`config.mk`:
```
export PLATFORM = sky130hd
export DESIGN_NAME = bin_bcd_conv
export DESIGN_NICKNAME = d
export VERILOG_FILES = /design/src/rtl/bin_bcd_conv.sv
export SDC_FILE = /design/constraint.sdc
export NUM_CORES = 1
export LEC_CHECK = 0
export ABC_AREA = 1
export CAP_MARGIN = 20
export CORE_ASPECT_RATIO = 0.6
export CORE_MARGIN = 10
export CORE_UTILIZATION = 45
export CTS_BUF_LIST = sky130_fd_sc_hd__clkbuf_4 sky130_fd_sc_hd__clkbuf_8
export DETAILED_ROUTE_END_ITERATION = 16
export PLACE_DENSITY = 0.67
export SLEW_MARGIN = 20
export SYNTH_ARGS = -nofsm -noshare
export SYNTH_HDL_FRONTEND = slang
export SYNTH_SLANG_ARGS = --single-unit
export TNS_END_PERCENT = 100
```
`constraint.sdc`:
```
create_clock -name clk -period 2.35 [get_ports clk]
set_clock_uncertainty 0.2 [all_clocks]
set_input_delay 0.235 -clock clk [delete_from_list [all_inputs] [get_ports clk]]
set_output_delay 0.235 -clock clk [all_outputs]
set_load 0.01 [all_outputs]
```
`src/rtl/bin_bcd_conv.sv`:
```
// bin_bcd_conv: sequential binary to packed-BCD converter (double dabble).
// Converts a BIN_W-bit binary value into DIGITS packed BCD nibbles (digit 0 is
// the least significant), optionally blanks leading zeros, and substitutes
// OVF_CODE in every digit when the value exceeds 10^DIGITS-1.
// Ports:
//   clk    system clock
//   rst    synchronous active-low reset
//   start  conversion request, sampled only while idle
//   bin    binary value, captured on an accepted start
//   busy   high while a conversion is in progress
//   done   one-cycle pulse when bcd/ovf have just been updated
//   bcd    packed BCD result, held until the next completion
//   ovf    last conversion overflowed; held alongside bcd
module bin_bcd_conv #(
  parameter int unsigned BIN_W      = 27,
  parameter int unsigned DIGITS     = 8,
  parameter bit          BLANK_LZ   = 1'b1,
  parameter logic [3:0]  BLANK_CODE = 4'hF,
  parameter logic [3:0]  OVF_CODE   = 4'hE
) (
  input  logic                  clk,
  input  logic                  rst,
  input  logic                  start,
  input  logic [BIN_W-1:0]      bin,
  output logic                  busy,
  output logic                  done,
  output logic [4*DIGITS-1:0]   bcd,
  output logic                  ovf
);

  localparam int unsigned BCD_W = 4 * DIGITS;
  localparam int unsigned CNT_W = $clog2(BIN_W + 1);

  function automatic logic [63:0] max_val(input int unsigned n);
    logic [63:0] p;
    p = 64'd1;
    for (int unsigned i = 0; i < n; i++) p = p * 64'd10;
    return p - 64'd1;
  endfunction

  function automatic logic [BCD_W-1:0] reset_bcd(input bit blank);
    logic [BCD_W-1:0] r;
    r = '0;
    for (int unsigned i = 1; i < DIGITS; i++)
      if (blank) r[4*i +: 4] = BLANK_CODE;
    return r;
  endfunction

  localparam logic [63:0]      MAX_VAL = max_val(DIGITS);
  localparam logic [BCD_W-1:0] RST_BCD = reset_bcd(BLANK_LZ);

  typedef enum logic [1:0] {IDLE, CONV, FIN} state_t;

  state_t           state;
  logic [BIN_W-1:0] shreg;
  logic [BCD_W-1:0] acc;
  logic [CNT_W-1:0] cnt;
  logic             ovf_pend;

  logic [BCD_W-1:0] acc_adj;
  logic [BCD_W-1:0] acc_blank;
  logic             seen;

  // Add-3 correction on every digit, all taken from the pre-shift value.
  always_comb begin
    acc_adj = acc;
    for (int unsigned i = 0; i < DIGITS; i++)
      if (acc[4*i +: 4] >= 4'd5) acc_adj[4*i +: 4] = acc[4*i +: 4] + 4'd3;
  end

  // Leading-zero blanking: scan from the MS digit down; digit 0 always shown.
  always_comb begin
    acc_blank = acc;
    seen      = 1'b0;
    for (int unsigned i = DIGITS - 1; i >= 1; i--) begin
      if (acc[4*i +: 4] != 4'h0) seen = 1'b1;
      if (BLANK_LZ && !seen) acc_blank[4*i +: 4] = BLANK_CODE;
    end
  end

  always_ff @(posedge clk) begin
    if (!rst) begin
      state    <= IDLE;
      shreg    <= '0;
      acc      <= '0;
      cnt      <= '0;
      ovf_pend <= 1'b0;
      busy     <= 1'b0;
      done     <= 1'b0;
      bcd      <= RST_BCD;
      ovf      <= 1'b0;
    end else begin
      done <= 1'b0;
      case (state)
        IDLE: begin
          if (start) begin
            shreg    <= bin;
            acc      <= '0;
            cnt      <= CNT_W'(BIN_W);
            ovf_pend <= (64'(bin) > MAX_VAL);
            busy     <= 1'b1;
            state    <= CONV;
          end
        end
        CONV: begin
          // MS accumulator bit falls off; only reachable on overflow.
          {acc, shreg} <= {acc_adj, shreg} << 1;
          cnt          <= cnt - CNT_W'(1);
          if (cnt == CNT_W'(1)) state <= FIN;
        end
        FIN: begin
          if (ovf_pend) begin
            bcd <= {DIGITS{OVF_CODE}};
            ovf <= 1'b1;
          end else begin
            bcd <= acc_blank;
            ovf <= 1'b0;
          end
          done  <= 1'b1;
          busy  <= 1'b0;
          state <= IDLE;
        end
        default: state <= IDLE;
      endcase
    end
  end

endmodule

```
== After elaboration in Yosys (flattened, before gate mapping) ==
Cells that the tools add are included.

* $add $sub $neg: 9
* $lt $le $gt $ge: 9
* Equal/unequal tests: 5
* Mux-type cells: 36
* Reductions and logical operators: 14

{| class="wikitable"
|+ Operators by type and width
! cell !! count
|-
| 32-bit 2-to-1 mux || 2
|-
| 32-bit case mux with 2 select lines || 1
|-
| 4-bit 2-to-1 mux || 14
|-
| 27-bit case mux with 2 select lines || 1
|-
| 4-bit by 3-bit >= comparator with 1-bit output, second input constant || 8
|-
| 4-bit by 2-bit adder with 4-bit output, second input constant || 7
|-
| 4-bit nonzero test || 7
|-
| 27-bit > comparator, second input constant || 1
|-
| 27-bit 2-to-1 mux || 1
|-
| 1-bit 2-to-1 mux || 10
|-
| 5-bit case mux with 2 select lines || 1
|-
| 2-bit AND reduction || 4
|-
| 5-bit by 1-bit equality test with 1-bit output, second input constant || 1
|-
| 5-bit 2-to-1 mux || 1
|-
| 5-bit by 1-bit subtractor with 5-bit output, second input constant || 1
|-
| 2-bit 2-to-1 mux || 2
|-
| 2-bit inequality test, second input constant || 2
|-
| 2-bit case mux with 2 select lines || 1
|-
| 2-bit nonzero test || 2
|-
| 3-bit by 2-bit adder with 3-bit output, second input constant || 1
|-
| 3-bit 2-to-1 mux || 1
|-
| 2-bit by 1-bit equality test with 1-bit output, second input constant || 1
|-
| 2-bit equality test, second input constant || 1
|-
| 2-bit zero test || 1
|-
| 1-bit case mux with 2 select lines || 1
|}

* Register bits: 102
* Output and inout port bits: 35
* Word-level logic and storage cells: 82

== Depth between registers and ports, before layout ==
Gate-level depths: netlist (run 1).

* Depth in word-level cells: 10
* Mapped depth: 10

== Least setup slack after synthesis (run 1) ==
OpenSTA, ideal clock, no wires.

* Path kind: register -> register
* From: reg acc[28]
* To: reg bcd[7]
* Data arrival time: 1329 ps
* Required time: 2091 ps
* Path slack: 762 ps
* Cell stages (with the launch flop): 11
* Path buffers: 0
* Period minus slack after synthesis: 1588 ps
* Cells stage by stage: dfxtp_1 -> inv_1 -> ha_1 -> nand3_1 -> nor2_4 -> nand3_4 -> nor2_8 -> nand3_2 -> nand2_1 -> nand2_1 -> nand2_1

* Word-level cells in the longest chain between the ends: 10

{| class="wikitable"
|+ RTL lines
! item !! line !! source
|-
| start: declaration || 56 || <nowiki>logic [BCD_W-1:0] acc;</nowiki>
|-
| start signal: assignment || 107 || <nowiki>{acc, shreg} <= {acc_adj, shreg} << 1;</nowiki>
|-
| 4-bit nonzero test || 76 || <nowiki>if (acc[4*i +: 4] != 4'h0) seen = 1'b1;</nowiki>
|-
| 1-bit 2-to-1 mux (7 in series) || 76 ||
|-
| 4-bit 2-to-1 mux || 77 || <nowiki>if (BLANK_LZ && !seen) acc_blank[4*i +: 4] = BLANK_CODE;</nowiki>
|-
| 32-bit 2-to-1 mux || 112 || <nowiki>if (ovf_pend) begin</nowiki>
|-
| end signal: assignment || 113 || <nowiki>bcd <= {DIGITS{OVF_CODE}};</nowiki>
|-
| end signal: assignment || 116 || <nowiki>bcd <= acc_blank;</nowiki>
|-
| end: declaration || 27 || <nowiki>output logic [4*DIGITS-1:0] bcd,</nowiki>
|}

Every way passes these cells.
A chain may end at the register's enable or synchronous reset.

== Final worst setup path (run 1) ==
* From: reg acc[16]
* To: reg bcd[4]

* Word-level cells in the longest chain between the ends: 7

{| class="wikitable"
|+ RTL lines
! item !! line
|-
| 4-bit nonzero test || 76
|-
| 1-bit 2-to-1 mux (4 in series) || 76
|-
| 4-bit 2-to-1 mux || 77
|-
| 32-bit 2-to-1 mux || 112
|}

Every way passes these cells.

==> results of run 1 <==
==> final cells by class <==
class	count	area, sq um
timing repair buffer	74	741
fill	999	4720
clock inverter	6	68.8
inverter	66	248
multi-input combinational	472	2460
clock buffer	10	138
tap	139	174
sequential	102	2040
==> power groups by stage <==
stage               clock (mW)  sequential [mW]  combinational [mW]
floorplan                    0             1.87               0.297
global placement             0             1.88               0.451
detailed placement           0             1.88               0.458
CTS                       1.19             1.84               0.459
global route              1.26             1.85               0.514
finish                    1.16             1.84               0.461
==> cells by family after synthesis <==
| family | count (synthesis) | share of synthesized area |
|---|---|---|
| flops | 102 | 0.417 |
| buf+inv | 97 | 0.0808 |
| compound gates | 162 | 0.186 |
| simple gates | 281 | 0.245 |
| fa+ha+maj | 24 | 0.0614 |
| xor+xnor | 5 | 0.00895 |
==> final timing paths <==
check	endpoint	depth (start not counted)	startpoint
setup / recovery	bcd[4]	10	acc[16]
hold / removal	shreg[12]	3	bin[12]
setup reg to reg	bcd[4]	10	acc[16]
hold reg to reg	shreg[3]	2	shreg[3]
==> tightest hold or removal path, cell delays in order <==
cell,delay (ns)
sky130_fd_sc_hd__clkdlybuf4s50_1,0.41
sky130_fd_sc_hd__nand2_1,0.07
sky130_fd_sc_hd__a21oi_1,0.06
==> state kept, by name, indices dropped and copies added, names as in the netlist <==
signal	flops
ovf_pend	1
shreg	27
cnt	5
acc	32
done	1
ovf	1
state	2
busy	1
bcd	32
==> metal layers <==
| metal | part of all wire | up-vias | GRT usage |
|---|---|---|---|
| li1 | - | 2332 | - |
| met2 | 0.45 | 139 | 0.262 |
| met1 | 0.49 | 2170 | 0.226 |
| met5 | 0 | - | 0 |
| met4 | 0.0095 | 0 | 0.0470 |
| met3 | 0.059 | 17 | 0.0422 |
==> cell usage in the layout (no fill, tap or decap), drive strengths merged <==
cell           instances
o21ai                 39
o22ai                 11
buf                   10
nor2                  47
nand2                182
inv                   67
a211oi                 2
xnor2                  3
xor2                   2
nor4                   1
o2111ai                4
clkinvlp               1
ha                    24
o211ai                 1
clkbuf                10
a31oi                 13
nor3                   7
o32ai                  1
a22oi                 16
nand3                 37
nand4                  5
bufinv                 1
or2                    2
clkdlybuf4s50         64
a21oi                 73
dfxtp                102
clkinv                 3
a21boi                 2
==> out/qor.log, run 1 <==
INFO  grt            grt_antenna_before_repair=0
INFO  final_layout   antenna_cells=0
INFO  setup_path     crit_top_cell=sky130_fd_sc_hd__nand2_1
INFO  place          hpwl=9420um
INFO  pwr            irDropWorstVdd=311uV
INFO  pwr            p_sw_frac=0.280
INFO  synth          yosysWarnings=0
INFO  setup_path     crit_chain=inv_1 > ha_1 > inv_1 > nor2_1 > nand3_4 > nor2_8 > nand3_2 > nand2_1 > nand2_1 > nand2_1
INFO  place          gp_routability_congestion=0.832
INFO  clock_network  cts_tree=done
INFO  routing        route.detailed.drc=0
INFO  sta            final_max_slew_viol_count=0
INFO  die            die_area=0.0156sqmm
INFO  pwr            power.density=590mW/mm^2
INFO  clock_network  cts.hold.buffers_added=0
INFO  sta            worstMarginPinSlew=0.450ns
INFO  die            die-width=155um
INFO  sta            finish_stage_setup_viols=0
INFO  clock_network  cts-buffers-inserted=9
INFO  pwr            comb_power_share=0.133
INFO  synth          synth.yosys.seq_area_share=0.417
INFO  place          port-buffer-count=64
INFO  grt            grt_first_pass_wirelength=21800um
INFO  synth          ys_async_sr_fraction=0
INFO  die            io_pins=65
INFO  setup_path     crit_buf_inv=2
INFO  synth          synth_ff_type=sky130_fd_sc_hd__dfxtp_1
INFO  worst_hold_path hold_class=in -> reg
INFO  final_layout   post_route_insts_no_fill=869
INFO  setup_path     cp-start-kind=flip-flop
INFO  pwr            intPower=2.49mW
INFO  sta            finalWorstSetupSlack=0.424ns
INFO  sta            setup_repair_after_global_routing_missed_its_margin=no
INFO  sta            worst_slew_margin_rel=0.700
INFO  sta            timing.final.crit_period=1.93ns
INFO  flow_run       max_cap_viol_count=0
INFO  routing        routed-via-count=4658
INFO  clock_network  cts-resized-gates=0
INFO  routing        ratio_of_routed_vias_to_standard_cells=5.36
INFO  die            num_rows=29
INFO  sta            fin_hold_ws=0.241ns
INFO  setup_path     critical_path_required=2.48ns
INFO  routing        drt-wirelength-per-cell=15.1um
INFO  grt            grt_pass1_vias=4376
INFO  pwr            design_power_total=3.46mW
INFO  sta            achievable-frequency=519MHz
INFO  setup_path     crit_path_max_incr_delay=0.36ns
INFO  setup_path     top_delay_family_on_crit_path=simple AND/OR/NAND/NOR gates
INFO  clock_network  clock_tree.htree_level_count=3
INFO  routing        dr.pass1.iters=8
INFO  synth          yosysUniqueCellTypes=33
INFO  pwr            power.share.clock=0.335
INFO  setup_path     timing.setup.critical_path_class=reg -> reg
INFO  outcome        outcome=finished clean
INFO  clock_network  clock_sink_count=102
INFO  clock_network  insertion_delay=0.38ns
INFO  synth          netlist.area_leader.share=0.417
INFO  die            initial_utilization=0.462
INFO  synth          synth_area=0.00489sqmm
INFO  final_layout   area_growth_syn_to_layout=20.1%
INFO  synth          synth_enable_flop_cells=0
INFO  setup_path     worst_path_max_delay_cell=sky130_fd_sc_hd__dfxtp_1
INFO  synth          most_numerous_cell_in_the_yosys_netlist=sky130_fd_sc_hd__nand2_1
INFO  pwr            power.sequential.fraction=0.532
INFO  pwr            static-leakage-power=2.34nW
INFO  synth          netlist_instances=671
INFO  synth          post_synth_most_frequent_cells=sky130_fd_sc_hd__nand2_1, sky130_fd_sc_hd__dfxtp_1, sky130_fd_sc_hd__a21oi_1, sky130_fd_sc_hd__inv_1, sky130_fd_sc_hd__nor2_1
INFO  setup_path     worst_setup_path_end_kind=flip-flop
INFO  synth          synth.ff_latch_count=102
INFO  final_layout   post-route-util=0.554
INFO  final_layout   design_area=0.00587sqmm
INFO  sta            tns=0ns
INFO  synth          top_cells_by_area_in_the_synthesized_netlist=sky130_fd_sc_hd__dfxtp_1, sky130_fd_sc_hd__nand2_1, sky130_fd_sc_hd__a21oi_1
INFO  place          preCtsSetupSlack=0.446ns
INFO  sta            crit_share_post_route=0.819
INFO  final_layout   post_route_cells_drive_above_1_share=0.0589
INFO  clock_network  clkSlewWorstSetupHoldPaths=0.09ns
INFO  grt            global_route.usage.total=0.168
INFO  synth          area_leader_netlist=sky130_fd_sc_hd__dfxtp_1
INFO  clock_network  cts_max_path_buffers=2
INFO  setup_path     crit_path_max_fanout=7
INFO  routing        drt.antenna.violating_nets=0
INFO  sta            hold_violations=0
INFO  clock_network  postCtsSetupBuffers=0
INFO  final_layout   design.final.nets=779
INFO  clock_network  clock_tree_root_buffer_cell=sky130_fd_sc_hd__clkbuf_8
INFO  synth          average_cell_area_after_synthesis=7.29squm
INFO  pwr            total_switching_power=970uW
INFO  grt            gr-total-overflow=0
INFO  routing        wirelength_routed=13100um
INFO  die            die_height=101um
INFO  place          numPlacedInstances=853
INFO  synth          synth_fp_nets=725
INFO  setup_path     reg2reg_slack=0.42ns
INFO  routing        drt_iter0_markers=357
INFO  place          dpl-instance-area=0.00567sqmm
INFO  setup_path     critical_path_arrival=2.06ns
INFO  grt            grt_start_max_net_pins=46
INFO  die            placeableCoreArea=0.0106sqmm
Power figures use the tool's default switching activity.
==> inputs of run 2 (changes only) <==
--- a/config.mk
+++ b/config.mk
@@ -12,7 +12,7 @@
 export CORE_UTILIZATION = 45
 export CTS_BUF_LIST = sky130_fd_sc_hd__clkbuf_4 sky130_fd_sc_hd__clkbuf_8
 export DETAILED_ROUTE_END_ITERATION = 16
-export PLACE_DENSITY = 0.67
+export PLACE_DENSITY = 0.7
 export SLEW_MARGIN = 20
 export SYNTH_ARGS = -nofsm -noshare
 export SYNTH_HDL_FRONTEND = slang
==> constraint.sdc (replaced) <==
create_clock -name clk -period 1.75 [get_ports clk]
set_clock_uncertainty 0.2 [all_clocks]
set_input_delay 0.175 -clock clk [delete_from_list [all_inputs] [get_ports clk]]
set_output_delay 0.175 -clock clk [all_outputs]
set_load 0.01 [all_outputs]
==> run 2 against run 1 <==
  * Count of clock-buffer cells in the layout grew 1
  * Combinational power is 65% higher
  * Sequential share of layout area fell by 2.1 points
  * Sequential power rose by 34%
  * Setup slack got worse by 0.35 ns
  * Via count increased by 3.3%
  * First-iteration DRC count fell by 7.6%
  * Critical endpoint is now bcd[10]
  * Utilization up 3.8 points
  * Critical path type unchanged
  * Maximum frequency grew 15%
  * Wire length is 2.8% higher
==> out/qor.log, run 2 (synthesis results as in run 1) <==
INFO  final_layout   post_route_cells_drive_above_1_share=0.135 [+0.0757]
INFO  clock_network  clock_tree.htree_level_count=3 [unchanged]
INFO  clock_network  insertion_delay=0.37ns [about the same]
INFO  setup_path     crit_path_max_fanout=6 [-1]
INFO  pwr            power.density=751mW/mm^2 [+27%]
INFO  grt            grt_first_pass_wirelength=21500um [-1.5%]
INFO  routing        routed-wl-met3=916um [+19%]
INFO  routing        met1_wirelength=6100um [-4.1%]
INFO  routing        wirelength_routed=13500um [+2.8%]
INFO  grt            grt_pass1_vias=4434 [+1.3%]
INFO  setup_path     critical_path_arrival=1.80ns [-0.26 ns]
INFO  die            io_pins=65 [unchanged]
INFO  routing        routed-via-count=4811 [+3.3%]
INFO  sta            achievable-frequency=597MHz [+15%]
INFO  die            die_height=101um [unchanged]
INFO  sta            crit_share_post_route=0.958 [+0.138]
INFO  routing        dr.pass1.iters=6 [-2]
INFO  routing        drt-wirelength-per-cell=14.9um [-1.1%]
INFO  flow_run       max_cap_viol_count=0 [unchanged]
INFO  routing        drt_iter0_markers=330 [-7.6%]
INFO  clock_network  cts_max_path_buffers=2 [unchanged]
INFO  sta            setup_repair_after_global_routing_missed_its_margin=yes
INFO  routing        route.detailed.drc=0 [unchanged]
INFO  setup_path     worst_setup_path_end_kind=flip-flop
INFO  routing        maxUsedRoutingLayer=met4
INFO  die            die-width=155um [unchanged]
INFO  die            die_area=0.0156sqmm [unchanged]
INFO  sta            worstMarginPinSlew=0.476ns [+0.0260 ns]
INFO  grt            grt_start_max_net_pins=38 [-17%]
INFO  clock_network  cts-buffers-inserted=9 [unchanged]
INFO  final_layout   final.fill_count=933 [-6.6%]
INFO  sta            final_max_slew_viol_count=0 [unchanged]
INFO  place          port-buffer-count=64 [unchanged]
INFO  grt            gr-total-overflow=0 [unchanged]
INFO  pwr            static-leakage-power=2.56nW [+9.4%]
INFO  setup_path     timing.setup.critical_path_class=reg -> reg
INFO  sta            finish_stage_setup_viols=0 [unchanged]
INFO  routing        met2_wirelength=6280um [+7.3%]
INFO  setup_path     cp-start-kind=flip-flop
INFO  die            placeableCoreArea=0.0106sqmm [unchanged]
INFO  clock_network  clock_tree_root_buffer_cell=sky130_fd_sc_hd__clkbuf_8
INFO  place          hpwl=9080um [-3.6%]
INFO  clock_network  clkSlewWorstSetupHoldPaths=0.09ns [about the same]
INFO  place          gp_routability_congestion=0.844 [+1.5%]
INFO  final_layout   commonest_non_fill_non_tap_cell_in_the_layout=sky130_fd_sc_hd__nand2_1
INFO  final_layout   layout_top_registers=acc x32, bcd x32, shreg x27
INFO  grt            grt_antenna_before_repair=0 [unchanged]
INFO  clock_network  cts_tree=done
INFO  final_layout   design.final.nets=814 [+4.5%]
INFO  sta            tns=0ns [unchanged]
INFO  pwr            irDropWorstVdd=438uV [+41%]
INFO  routing        drt.antenna.violating_nets=0 [unchanged]
INFO  worst_hold_path hold_class=in -> reg
INFO  setup_path     critical_path_required=1.87ns [-0.61 ns]
INFO  sta            worst_slew_margin_rel=0.682 [-0.0177]
INFO  final_layout   final_cell_mix=sky130_fd_sc_hd__nand2_1, sky130_fd_sc_hd__dfxtp_1, sky130_fd_sc_hd__a21oi_1
INFO  final_layout   antenna_cells=0 [unchanged]
INFO  final_layout   post-route-util=0.592 [+0.0377]
INFO  sta            hold_violations=0 [unchanged]
INFO  clock_network  clock_sink_count=102 [unchanged]
INFO  die            initial_utilization=0.462 [unchanged]
INFO  routing        ratio_of_routed_vias_to_standard_cells=5.32 [-0.71%]
INFO  die            num_rows=29 [unchanged]
INFO  grt            global_route.usage.total=0.165 [-0.00338]
INFO  sta            timing.final.crit_period=1.68ns [-0.250 ns]
INFO  final_layout   area_growth_syn_to_layout=28.2%
INFO  outcome        outcome=finished clean
## run 2: changes by cell type in the layout (fill, tap and decap cells not counted), moves of 4 or more
cell and change:
sky130_fd_sc_hd__buf_4 +28, sky130_fd_sc_hd__inv_1 -8, sky130_fd_sc_hd__dfxtp_1 -7, sky130_fd_sc_hd__dfxtp_2 +7, sky130_fd_sc_hd__inv_2 +6, sky130_fd_sc_hd__buf_12 +4
## run 2: timing repair
action | 4_1_cts | 5_1_grt
hold buffers | 0 | 0
gates resized for setup | 6 | 37
buffers inserted | 4 | 5
setup endpoints to repair | 67 | 81
gates cloned | 1 | 1
pin swaps | 3 | 7
## run 2: layer usage
layer  vias to the layer above  track usage
met2                       143        0.264
met3                        16       0.0396
li1                       2398            -
met5                         -            0
met4                         0       0.0441
met1                      2254        0.217
## run 2: power breakdown
group | total [mW] | switching, mW | internal [mW]
clock | 1.48 | 0.798 | 0.685
sequential | 2.47 | 0.0570 | 2.41
combinational | 0.759 | 0.437 | 0.322
## run 2: final cells by class
cell class,instances,area (sq um),area share
flip-flops and latches,102,2050,0.327
well taps,139,174,0.0277
repair buffers,108,1070,0.170
multi-input cells,473,2540,0.405
clock inverters,5,50.0,0.00798
inverters,66,253,0.0403
clock buffers,11,139,0.0221
## run 2: critical path, cell delays in order, from the launching register on
cell	delay, ns
sky130_fd_sc_hd__dfxtp_1	0.32
sky130_fd_sc_hd__inv_1	0.12
sky130_fd_sc_hd__ha_1	0.16
sky130_fd_sc_hd__inv_1	0.07
sky130_fd_sc_hd__nor2_4	0.15
sky130_fd_sc_hd__nand3_4	0.13
sky130_fd_sc_hd__nor2_8	0.17
sky130_fd_sc_hd__nand2_1	0.11
sky130_fd_sc_hd__nand2_1	0.08
sky130_fd_sc_hd__nand2_1	0.05
sky130_fd_sc_hd__nand2_1	0.07
## run 2: path summary, 6_finish.rpt
path	from	to	slack [ns]	cells past startpoint
worst max-delay path	acc[21]	bcd[10]	0.07	10
worst min-delay path	bin[7]	shreg[7]	0.20	3
worst max register to register	acc[21]	bcd[10]	0.07	10
worst min register to register	shreg[0]	shreg[0]	0.27	2
## run 2: stage by stage
step           cells  hold WS (ns)  cell area (sq um)  setup slack [ns]  power (mW)
6_report         904         0.200               6270            0.0740        4.71
4_1_cts          898         0.197               6100           -0.0300        4.65
2_1_floorplan    671         0.113               4890             0.162        2.91
3_3_place_gp     877         0.252               5860            -0.334        3.15
3_5_place_dp     877         0.258               5860            -0.378        3.17
5_1_grt          904         0.207               6270           -0.0319        4.91
